[config.mk]
export PLATFORM = sky130hd
export DESIGN_NAME = sar_conv_sequencer
export DESIGN_NICKNAME = d
export VERILOG_FILES = /design/src/rtl/sar_pkg.sv /design/src/rtl/sar_trig_timer.sv /design/src/rtl/sar_conv_sequencer.sv
export SDC_FILE = /design/constraint.sdc
export NUM_CORES = 1
export LEC_CHECK = 0
export ABC_AREA = 1
export ABC_CLOCK_PERIOD_IN_PS = 7600
export CORE_AREA = 5 5 94 96
export DETAILED_ROUTE_END_ITERATION = 8
export DIE_AREA = 0 0 99 101
export PLACE_DENSITY_LB_ADDON = 0.12
export SLEW_MARGIN = 15
export SYNTH_ARGS = -nofsm -noshare
export SYNTH_HDL_FRONTEND = slang
export SYNTH_SLANG_ARGS = --single-unit
[constraint.sdc]
create_clock -name clk -period 7.6 [get_ports clk]
set_input_delay 2.28 -clock clk [delete_from_list [all_inputs] [get_ports clk]]
set_output_delay 2.28 -clock clk [all_outputs]
set_load 0.03 [all_outputs]
[src/rtl/sar_pkg.sv]
// Shared definitions for the SAR conversion blocks.
// Holds the result width, default watchdog limit, accumulator width helper and
// the conversion sequencer state encoding, reused by the SAR logic variants.
package sar_pkg;

  localparam int unsigned SAR_DW      = 10;
  localparam int unsigned SAR_TIMEOUT = 64;

  // Up to 8 samples are summed, so three guard bits keep the sum exact.
  function automatic int unsigned sar_acc_w(input int unsigned dw);
    return dw + 3;
  endfunction

  localparam int unsigned SAR_ACC_W = sar_acc_w(SAR_DW);

  // Sequencer states kept as plain encoded constants for legacy tooling.
  typedef logic [2:0] sar_state_e;
  localparam sar_state_e StIdle  = 3'd0;
  localparam sar_state_e StArm   = 3'd1;
  localparam sar_state_e StStart = 3'd2;
  localparam sar_state_e StConv  = 3'd3;
  localparam sar_state_e StPush  = 3'd4;
  localparam sar_state_e StAbort = 3'd5;

endpackage

[src/rtl/sar_trig_timer.sv]
// Trigger source for the conversion sequencer.
// Periodic counter (wraps at period-1, one trigger per wrap), registered
// rising-edge detector on ext_trig, and a mode mux producing a one-cycle trig.
// Ports:
//   clk, rst      clock, synchronous active-low reset
//   run           counter runs while high, held at zero otherwise
//   trig_mode     0 = periodic, 1 = external
//   ext_trig      raw external trigger
//   period        wrap length in cycles (>= 2)
//   trig          single-cycle trigger pulse (only while run is high)
module sar_trig_timer #(
  parameter int unsigned PW = 16
) (
  input  logic          clk,
  input  logic          rst,
  input  logic          run,
  input  logic          trig_mode,
  input  logic          ext_trig,
  input  logic [PW-1:0] period,
  output logic          trig
);

  logic [PW-1:0] cnt_q, cnt_d;
  logic          ext_q, ext_prev_q;
  logic          wrap;
  logic          ext_edge;

  // >= rather than == so a counter somehow past the limit still wraps.
  assign wrap     = (cnt_q >= period - PW'(1));
  assign ext_edge = ext_q & ~ext_prev_q;

  always_comb begin
    cnt_d = cnt_q;
    if (!run) begin
      cnt_d = '0;
    end else if (wrap) begin
      cnt_d = '0;
    end else begin
      cnt_d = cnt_q + PW'(1);
    end
  end

  always_ff @(posedge clk) begin
    if (!rst) begin
      cnt_q      <= '0;
      ext_q      <= 1'b0;
      ext_prev_q <= 1'b0;
    end else begin
      cnt_q      <= cnt_d;
      ext_q      <= ext_trig;
      ext_prev_q <= ext_q;
    end
  end

  assign trig = run & (trig_mode ? ext_edge : wrap);

endmodule

[src/rtl/sar_conv_sequencer.sv]
// Conversion sequencer for the SAR logic core.
// Issues cnvst from a periodic or external trigger, waits for eoc under a
// watchdog, averages 2^avg_log2 results and presents them on valid/ready.
// Ports:
//   clk, rst                 clock, synchronous active-low reset
//   en                       run enable
//   trig_mode/ext_trig       trigger source select / external trigger
//   period, avg_log2         config, latched when leaving IDLE
//   clr_flags                clears overrun and timeout_err
//   eoc, sar                 SAR core handshake and result
//   cnvst, adc_rst           SAR core start pulse and reset
//   dout/dout_valid/ready    averaged result stream
//   busy, overrun, timeout_err  status
module sar_conv_sequencer
  import sar_pkg::*;
#(
  parameter int unsigned DW      = SAR_DW,
  parameter int unsigned PW      = 16,
  parameter int unsigned TIMEOUT = SAR_TIMEOUT
) (
  input  logic          clk,
  input  logic          rst,
  input  logic          en,
  input  logic          trig_mode,
  input  logic          ext_trig,
  input  logic [PW-1:0] period,
  input  logic [1:0]    avg_log2,
  input  logic          clr_flags,
  input  logic          eoc,
  input  logic [DW-1:0] sar,
  output logic          cnvst,
  output logic          adc_rst,
  output logic [DW-1:0] dout,
  output logic          dout_valid,
  input  logic          dout_ready,
  output logic          busy,
  output logic          overrun,
  output logic          timeout_err
);

  localparam int unsigned AccW = sar_acc_w(DW);
  localparam int unsigned WdW  = (TIMEOUT > 1) ? $clog2(TIMEOUT) : 1;

  sar_state_e    state_q, state_d;
  logic [PW-1:0] period_q, period_d;
  logic          mode_q, mode_d;
  logic [1:0]    avg_q, avg_d;
  logic [AccW-1:0] acc_q, acc_d;
  logic [3:0]    cnt_q, cnt_d;
  logic [WdW-1:0] wd_q, wd_d;
  logic          abort_q, abort_d;

  logic          cnvst_q, adc_rst_q, dout_valid_q, busy_q, overrun_q, timeout_q;
  logic          cnvst_d, adc_rst_d, dout_valid_d, busy_d, overrun_d, timeout_d;
  logic [DW-1:0] dout_q, dout_d;

  logic          trig;
  logic          trig_drop;
  logic          push_drop;

  sar_trig_timer #(
    .PW(PW)
  ) u_timer (
    .clk      (clk),
    .rst      (rst),
    .run      (state_q != StIdle),
    .trig_mode(mode_q),
    .ext_trig (ext_trig),
    .period   (period_q),
    .trig     (trig)
  );

  always_comb begin
    state_d  = state_q;
    period_d = period_q;
    mode_d   = mode_q;
    avg_d    = avg_q;
    acc_d    = acc_q;
    cnt_d    = cnt_q;
    wd_d     = wd_q;
    abort_d  = abort_q;
    unique case (state_q)
      StIdle: begin
        if (en) begin
          period_d = period;
          mode_d   = trig_mode;
          avg_d    = avg_log2;
          acc_d    = '0;
          cnt_d    = '0;
          state_d  = StArm;
        end
      end
      StArm: begin
        if (!en) begin
          state_d = StIdle;
        end else if (trig) begin
          state_d = StStart;
        end
      end
      StStart: begin
        wd_d    = '0;
        state_d = StConv;
      end
      StConv: begin
        // eoc wins over the watchdog on the final count.
        if (eoc) begin
          acc_d = acc_q + AccW'(sar);
          cnt_d = cnt_q + 4'd1;
          if (!en) begin
            acc_d   = '0;
            cnt_d   = '0;
            state_d = StIdle;
          end else if (cnt_d == (4'd1 << avg_q)) begin
            state_d = StPush;
          end else begin
            state_d = StArm;
          end
        end else if (wd_q == WdW'(TIMEOUT - 1)) begin
          abort_d = 1'b0;
          acc_d   = '0;
          cnt_d   = '0;
          state_d = StAbort;
        end else begin
          wd_d = wd_q + WdW'(1);
        end
      end
      StPush: begin
        acc_d   = '0;
        cnt_d   = '0;
        state_d = en ? StArm : StIdle;
      end
      StAbort: begin
        // Two cycles in ABORT give the two-cycle adc_rst pulse.
        if (!abort_q) begin
          abort_d = 1'b1;
        end else begin
          state_d = en ? StArm : StIdle;
        end
      end
      default: state_d = StIdle;
    endcase
  end

  assign trig_drop = trig && (state_q inside {StStart, StConv, StPush, StAbort});
  assign push_drop = (state_q == StPush) && dout_valid_q;

  always_comb begin
    cnvst_d      = (state_d == StStart);
    adc_rst_d    = (state_d == StAbort);
    busy_d       = (state_d != StIdle);
    dout_d       = dout_q;
    dout_valid_d = dout_valid_q;
    if ((state_q == StPush) && !dout_valid_q) begin
      dout_d       = DW'(acc_q >> avg_q);
      dout_valid_d = 1'b1;
    end else if (dout_valid_q && dout_ready) begin
      dout_valid_d = 1'b0;
    end
    // Set events are ORed in after the clear so they win.
    overrun_d = (clr_flags ? 1'b0 : overrun_q) | trig_drop | push_drop;
    timeout_d = (clr_flags ? 1'b0 : timeout_q) |
                ((state_q == StConv) && (state_d == StAbort));
  end

  always_ff @(posedge clk) begin
    if (!rst) begin
      state_q      <= StIdle;
      period_q     <= '0;
      mode_q       <= 1'b0;
      avg_q        <= '0;
      acc_q        <= '0;
      cnt_q        <= '0;
      wd_q         <= '0;
      abort_q      <= 1'b0;
      cnvst_q      <= 1'b0;
      adc_rst_q    <= 1'b1;
      dout_q       <= '0;
      dout_valid_q <= 1'b0;
      busy_q       <= 1'b0;
      overrun_q    <= 1'b0;
      timeout_q    <= 1'b0;
    end else begin
      state_q      <= state_d;
      period_q     <= period_d;
      mode_q       <= mode_d;
      avg_q        <= avg_d;
      acc_q        <= acc_d;
      cnt_q        <= cnt_d;
      wd_q         <= wd_d;
      abort_q      <= abort_d;
      cnvst_q      <= cnvst_d;
      adc_rst_q    <= adc_rst_d;
      dout_q       <= dout_d;
      dout_valid_q <= dout_valid_d;
      busy_q       <= busy_d;
      overrun_q    <= overrun_d;
      timeout_q    <= timeout_d;
    end
  end

  assign cnvst       = cnvst_q;
  assign adc_rst     = adc_rst_q;
  assign dout        = dout_q;
  assign dout_valid  = dout_valid_q;
  assign busy        = busy_q;
  assign overrun     = overrun_q;
  assign timeout_err = timeout_q;

endmodule
After elaboration in Yosys (flattened, before gate mapping)

Index checks and enable logic that the tools add are counted.

Add/sub/neg operators: 5
$lt $le $gt $ge: 1
Equal/unequal tests: 14
Shifts and indexed selects: 2
Multiplexer cells: 31
Bitwise operators: 8
Reduce and logical (&&, ||, !) cells: 19

Operators with widths:

| cell                    | number |
|---|---|
| $mux W13                | 4 |
| $pmux W13 S3            | 1 |
| $mux W3                 | 8 |
| $pmux W3 S6             | 1 |
| $add A16 B1 Y16 const B | 1 |
| $ge A16 B16 Y1          | 1 |
| $mux W4                 | 4 |
| $sub A16 B1 Y16 const B | 1 |
| $add A13 B10 Y13        | 1 |
| $shr A13 B2 Y10         | 1 |
| $mux W6                 | 2 |
| $pmux W4 S3             | 1 |
| $pmux W6 S2             | 1 |
| $eq A3 B2 Y1 const B    | 3 |
| $eq A3 B3 Y1 const B    | 3 |
| $reduce_and A3 Y1       | 3 |
| $reduce_bool A3 Y1      | 3 |
| $mux W1                 | 8 |
| $ne A2 B2 Y1 const B    | 4 |
| $add A6 B1 Y6 const B   | 1 |
| $eq A6 B6 Y1 const B    | 1 |
| $reduce_bool A2 Y1      | 3 |
| $logic_and A1 B1 Y1     | 5 |
| $add A4 B1 Y4 const B   | 1 |
| other kinds (13)        | 18 |

Register bits: 80
Input bits: 36
Output and inout bits: 16
Word-level logic and storage cells: 98

Logic depth before layout (Yosys ltp)

Depth in word-level cells: 10
Mapped depth: 21
Depth with buffers taken out: 21

Cells and area by module

A second synthesis with hierarchy kept.

Cell total of the unflattened synthesis: 723
Area, all modules: 4982.3 µm²

By module, submodules not included:

| module             | instances | cells each | area each (µm²) | seq. area each (µm²) |
|---|---|---|---|---|
| sar_conv_sequencer | 1         | 496        | 3348.2          | 1241.2 |
| sar_trig_timer     | 1         | 227        | 1634.1          | 360.3 |

Worst setup path after synthesis

Ideal clock, no wire load.

Path kind: input port to flip-flop
Start: input port sar[0]
End: register acc_q[12]
Setup time: 121 ps
Data arrival time: 3695 ps
Required time: 7479 ps
Path slack: 3784 ps
Cell stages on the path: 11
Path buffers: 0
Cell sequence: ha_1 fa_1 nand3_1 nand2_1 nand2_1 nand3b_1 a21oi_1 inv_1 nand4_1 xor2_1 nor2_1

Longest elaborated chain between the ends: 4

Ends and longest elaborated chain:

| element              | line                      | source |
|---|---|---|
| start, declared      | sar_conv_sequencer.sv:30  | `input logic [DW-1:0] sar,` |
| $add A13 B10 Y13     | sar_conv_sequencer.sv:107 | `acc_d = acc_q + AccW'(sar);` |
| $mux W13             | sar_conv_sequencer.sv:109 | `if (!en) begin` |
| $mux W13             | sar_conv_sequencer.sv:106 | `if (eoc) begin` |
| $pmux W13 S3         | sar_conv_sequencer.sv:82  | `unique case (state_q)` |
| end signal, assigned | sar_conv_sequencer.sv:171 | `acc_q <= '0;` |
| end signal, assigned | sar_conv_sequencer.sv:187 | `acc_q <= acc_d;` |
| end, declared        | sar_conv_sequencer.sv:48  | `logic [AccW-1:0] acc_q, acc_d;` |

No other way between the ends.
A chain may end at the register's enable or synchronous reset.

Final worst setup path

Ends and elaborated chain as after synthesis.

==> impl_metrics.toml <==
[placed_design]
pre_cts_ws_ps = 3212
place_congestion = 0.8386
port-buffer-count = 51
detailedPlacementHpwl_um = 7479

[logic_synthesis]
synth_top_area_share = 0.3444
yosys.area.top_type = "dfxtp_1"
yosysSeqAreaShare = 0.3444
ys_seq_elements = 80
ys_types = 41
async_reset_ff_frac = 0
avgSynthCellArea_um2 = 7.144
synth.cell_area_um2 = 4651
synth_nets = 718
synth_edf_count = 0
yosysWarningCount = 0
synthFlopType = "dfxtp_1"
ys_top_cells_by_area = "dfxtp_1 34%, nand2_1 13%, ha_1 8.1%"
syn_inst = 651

[setup_path]
cp-start-kind = "primary input"
setup.worst_path.class = "primary input to flop"
reg2reg_to = "u_timer.cnt_q[5]$_SDFF_PP0_"
cp_top_family = "adder cells"
worstReg2RegStart = "period_q[0]$_SDFFE_PN0P_"
cpMostUsedCell = "nand2_1"
cp_max_fo = 4
reg2reg_slack_ps = 4160
required_ps = 7850
worst_path_largest_cell_delay_ps = 420
worstSetupEndpointType = "flop"
crit_chain = "clkdlybuf4s50_1, ha_1, fa_1, nand3_1, nand2_1, nand2_1, nand3b_1, a21oi_1, inv_1, nand4_1, xor2_1, nor2_1"
arrival_ps = 4260
worst-path-buf-inv = 2
reg2reg_depth = 16
cp_slowest_cell = "fa_1"

[floorplanning]
dieArea_um2 = 9999
die_w_um = 99
ios = 52
rows = 33
core-area_um2 = 7969
die_h_um = 101
initial_core_util = 0.5836

[final_layout]
syn_to_final_growth_pct = 16.20
final_common_cell = "nand2_1"
final_cell_mix = "162 x nand2_1, 84 x inv_1, 80 x dfxtp_1"
fill_cells = 686
diodes = 0
nets = 763
drive_gt1_frac = 0.06419

[global_route]
antenna_found_initial = 0
grt_pass1_vias = 4079
grt_usage = 0.2106
gr-total-overflow = 0
grt_pass1_wl_um = 17360
grt_max_degree = 39

[sta]
worstMarginPinSlew_ps = 937.5
slew_headroom = 0.3735
slew_violations = 0
finalClockSkew_ps = 19.04
hold_viol = 0
setup_slack_ps = 3585
period_share = 0.5282
period_needed_ps = 4015
fmax_ghz = 0.2491
setup_viol = 0
grt_setup_unrepaired = "false"
fin_setup_tns_ps = 0

[clocking]
cts_buffers = 9
tritoncts = "built"
clk-insertion-delay-late_ps = 360
holdBufCountCts = 0
cts_resized = 0
cts_max_level = 3
post_cts_buffers = 0
cts_buffer_depth = 2
cts_sinks = 80
cts_root_buffer = "clkbuf_8"
clk_pin_slew_ps = 100

[routing]
routedWlPerCell_um = 12.30
drtAntennaViolNets = 0
wirelength_um = 9910
drtIter0Drc = 152
drc_errors = 0
first_pass_iters = 5
num_vias = 4168
viasPerCell = 5.171

[run]
maxCapViolCount = 0

[hold_path]
hp-class = "flop to flop"
worstHoldStart = "u_timer.ext_q$_SDFF_PN0_"
min_path_cells = 2
hold-path-endpoint = "u_timer.ext_prev_q$_SDFF_PN0_"

[power]
leakagePower_nw = 2.381
power.density_nw_per_um2 = 159.7
ir_drop_v = 0.0001001

[outcome]
status = "complete, no violations"
==> state kept, by name (all words and copies together) (netlist names), 2 cells and up <==
signal         flops
period_q          16
avg_q              2
acc_q             13
dout              10
state_q            3
u_timer.cnt_q     16
cnt_q              4
wd_q               6
==> worst max-delay path by stage <==
stage / from / endpoint / slack (ps) / cells past startpoint
after floorplan: sar[0] / acc_q[12]$_SDFFE_PN0P_ / 3780 / 11
after global placement: sar[0] / acc_q[12]$_SDFFE_PN0P_ / 3250 / 12
after detailed placement: sar[0] / acc_q[12]$_SDFFE_PN0P_ / 3210 / 12
after CTS: sar[0] / acc_q[12]$_SDFFE_PN0P_ / 3590 / 12
after global routing: sar[0] / acc_q[12]$_SDFFE_PN0P_ / 3460 / 12
final: sar[0] / acc_q[12]$_SDFFE_PN0P_ / 3590 / 12
==> cells by family after synthesis <==
kind of cell / count (synthesis) / synth area share
buffers and inverters: 107 / 0.08986
and+or+nand+nor: 280 / 0.2846
AOI/OAI and AO/OA: 129 / 0.1509
DFF: 80 / 0.3444
adders and majority gates: 31 / 0.08501
xor gates and xnor gates: 24 / 0.04520
==> per-stage QoR <==
step                std cells  power, mW  utilization  hold WS [ps]  instance area (µm²)
CTS                       806     0.8714       0.6781         440.3                 5404
global placement          790     0.5752       0.6557         414.6                 5225
global route              806     0.9145       0.6781         471.9                 5404
floorplan                 651     0.5404            -         407.1                 4651
detailed placement        790     0.5790       0.6557         420.0                 5225
finish                    806     0.8629       0.6781         441.7                 5404
==> worst min-delay path, cell delays in order (launching register included) <==
cell and delay (ps):
dfxtp_1 320, nand2_1 50, inv_1 30
==> report_power, final <==
part           total [mW]  switching [mW]  internal, mW
logic               0.128          0.0742        0.0540
registers           0.442          0.0121         0.430
clock network       0.293           0.170         0.123
==> synth_stat cells, types with 3 or more instances <==
| master | n |
|---|---|
| nand2_1 | 162 |
| inv_1 | 84 |
| dfxtp_1 | 80 |
| a21oi_1 | 65 |
| nor2_1 | 41 |
| o21ai_0 | 37 |
| ha_1 | 30 |
| nand3_1 | 30 |
| xor2_1 | 21 |
| clkbuf_1 | 12 |
| nand4_1 | 8 |
| nor3_1 | 8 |
| a31oi_1 | 6 |
| nor3b_1 | 6 |
| o211ai_1 | 6 |
| o21bai_1 | 5 |
| buf_2 | 4 |
| inv_2 | 4 |
| buf_4 | 3 |
| nand2_2 | 3 |
| nand4_2 | 3 |
| nor3_2 | 3 |
| nor4_4 | 3 |
| o21ai_1 | 3 |
| xnor2_1 | 3 |
==> metal layers <==
| layer | global-route usage | up-vias | routed length (µm) |
|---|---|---|---|
| li1 | - | 2226 | - |
| met1 | 0.2547 | 1860 | 4517 |
| met2 | 0.3631 | 69 | 4919 |
| met3 | 0.04567 | 13 | 323 |
| met4 | 0.08613 | 0 | 149 |
| met5 | 0 | - | 0 |
==> cell type report <==
class | instances | area [µm²] | share of cell area
repair buffers | 53 | 525.5 | 0.09724
clock inverters | 7 | 55.05 | 0.01019
flip-flops and latches | 80 | 1602 | 0.2964
multi-input cells | 464 | 2636 | 0.4878
well taps | 105 | 131.4 | 0.02431
inverters | 88 | 330.3 | 0.06113
clock buffers | 9 | 123.9 | 0.02292
Note: power is estimated with default switching activity, not from simulation.
==> edit: new RTL, config.mk and constraints unchanged <==
Add an input register stage for `trig_mode` and `period`, without a reset; this delays them by one clock. The other inputs are not delayed to match. Comments in the files are not updated.
--- a/src/rtl/sar_conv_sequencer.sv
+++ b/src/rtl/sar_conv_sequencer.sv
@@ -43,2 +43,10 @@
 
+  logic trig_mode_q;
+  logic [PW-1:0] period_r;
+
+  always_ff @(posedge clk) begin
+    trig_mode_q <= trig_mode;
+    period_r    <= period;
+  end
+
   sar_state_e    state_q, state_d;
@@ -84,4 +92,4 @@
         if (en) begin
-          period_d = period;
-          mode_d   = trig_mode;
+          period_d = period_r;
+          mode_d   = trig_mode_q;
           avg_d    = avg_log2;
Function: changed (Yosys sat finds a counterexample within 4 cycles, from zero or initial values and one cycle with rst low).
==> edit against the original RTL <==
- cell area rose by 7.0%
- wire length rose by 9.5%
- critical path type unchanged
- clock power rose by 26%
- global-route usage rose by 1.7 points
- worst setup slack improved by 0.14 ns
- die area did not move
- core utilization rose by 4.8 points
- clock skew fell by 0.0064 ns
- sequential cell count rose by 17
- area after synthesis rose by 7.8%
- power rose by 20%
- highest routed layer unchanged
- synthesized cell count rose by 4.3%
- maximum frequency rose by 3.7%
==> edit: results (changes against the original RTL) <==
most frequent cells after synthesis=nand2_1, dfxtp_1, inv_1 (was nand2_1, inv_1, dfxtp_1); first-pass GRT wire length=18,760 µm (was 17,360 µm); dpl cells=817 (was 790); post-synthesis sequential area ratio=38.73% (was 34.44%); routability cong.=0.8801 (was 0.8386); layout cell share with drive strength beyond 1=7.840% (was 6.419%); GRT Util Overall=22.74% (was 21.06%); vias in the first global route=4,451 (was 4,079); leakage=2.550 nW (was 2.381 nW); Pre-antenna DRT Iters=4 (was 5); endpoint of the worst-slack reg-to-reg timing path=u_timer.cnt_q[7] (was u_timer.cnt_q[5]); R2R Setup Slk=4.51 ns (was 4.16 ns); dpl hpwl=8167 µm (was 7479 µm); final wirelength=10,850 µm (was 9910 µm); largest net degree at the start of global routing=38 (was 39); met3 wire length=434 µm (was 323 µm); biggest regs=period_q x16, period_r x16, u_timer.cnt_q x16 (was period_q x16, u_timer.cnt_q x16, acc_q x13); Clk pwr share=35.4% (was 33.9%); Fill cells=654 (was 686); WP data arrival=4.15 ns (was 4.26 ns); mean number of vias per cell=5.337 (was 5.171); clock distribution power=368 µW (was 293 µW); Layout Cells excl Fill=832 (was 806); 1st-iter DRT viols=185 (was 152); Setup WS pre-CTS=3.371 ns (was 3.212 ns); met1 WL=4482 µm (was 4517 µm); outcome=finished, final reports clean (unchanged); maximum VDD drop=0.08893 mV (was 0.1001 mV); delay-heaviest family, CP=simple AND/OR/NAND/NOR gates (was adder cells); WL met2=5683 µm (was 4919 µm); Net Sw Frac=26.38% (was 29.74%); placed inst area=5570 µm² (was 5225 µm²); clock skew=0.01265 ns (was 0.01904 ns); FMAX=0.2582 GHz (was 0.2491 GHz); largest cells by area after synthesis=dfxtp_1, nand2_1, ha_1 (unchanged); Min Hold Slack=0.4398 ns (was 0.4417 ns); P_seq=537 µW (was 442 µW); Relative slew margins=41.42% (was 37.35%); final instance area=5784 µm² (was 5404 µm²); syn_nets=746 (was 718); Synth cell types=40 (was 41)
edit: worst min-delay path: stages (launching register included):
cell and delay (ns):
dfxtp_1 0.32, nand2_1 0.06, inv_1 0.03
edit: final cells by class:
type / count / share of cell area, %
multi-input combinational: 470 / 45.47
sequential: 97 / 33.57
timing repair buffer: 52 / 8.955
inverter: 93 / 6.035
tap: 105 / 2.271
clock buffer: 9 / 2.141
clock inverter: 6 / 1.557
edit: per-layer routing:
metal,vias up,track usage (%)
met5,-,0
met4,0,9.979
met3,28,4.706
met2,95,41.79
met1,2034,25.23
li1,2283,-
edit: cells by family (layout without fill, tap and decap cells):
| kind of cell | count (synthesis) | after routing | synth area share, % |
|---|---|---|---|
| compound gates | 120 | 120 | 12.98 |
| xor+xnor | 20 | 20 | 3.494 |
| fa+ha+maj | 31 | 31 | 7.886 |
| buf+inv | 112 | 160 | 8.810 |
| flops | 97 | 97 | 38.73 |
| simple gates | 299 | 299 | 28.10 |
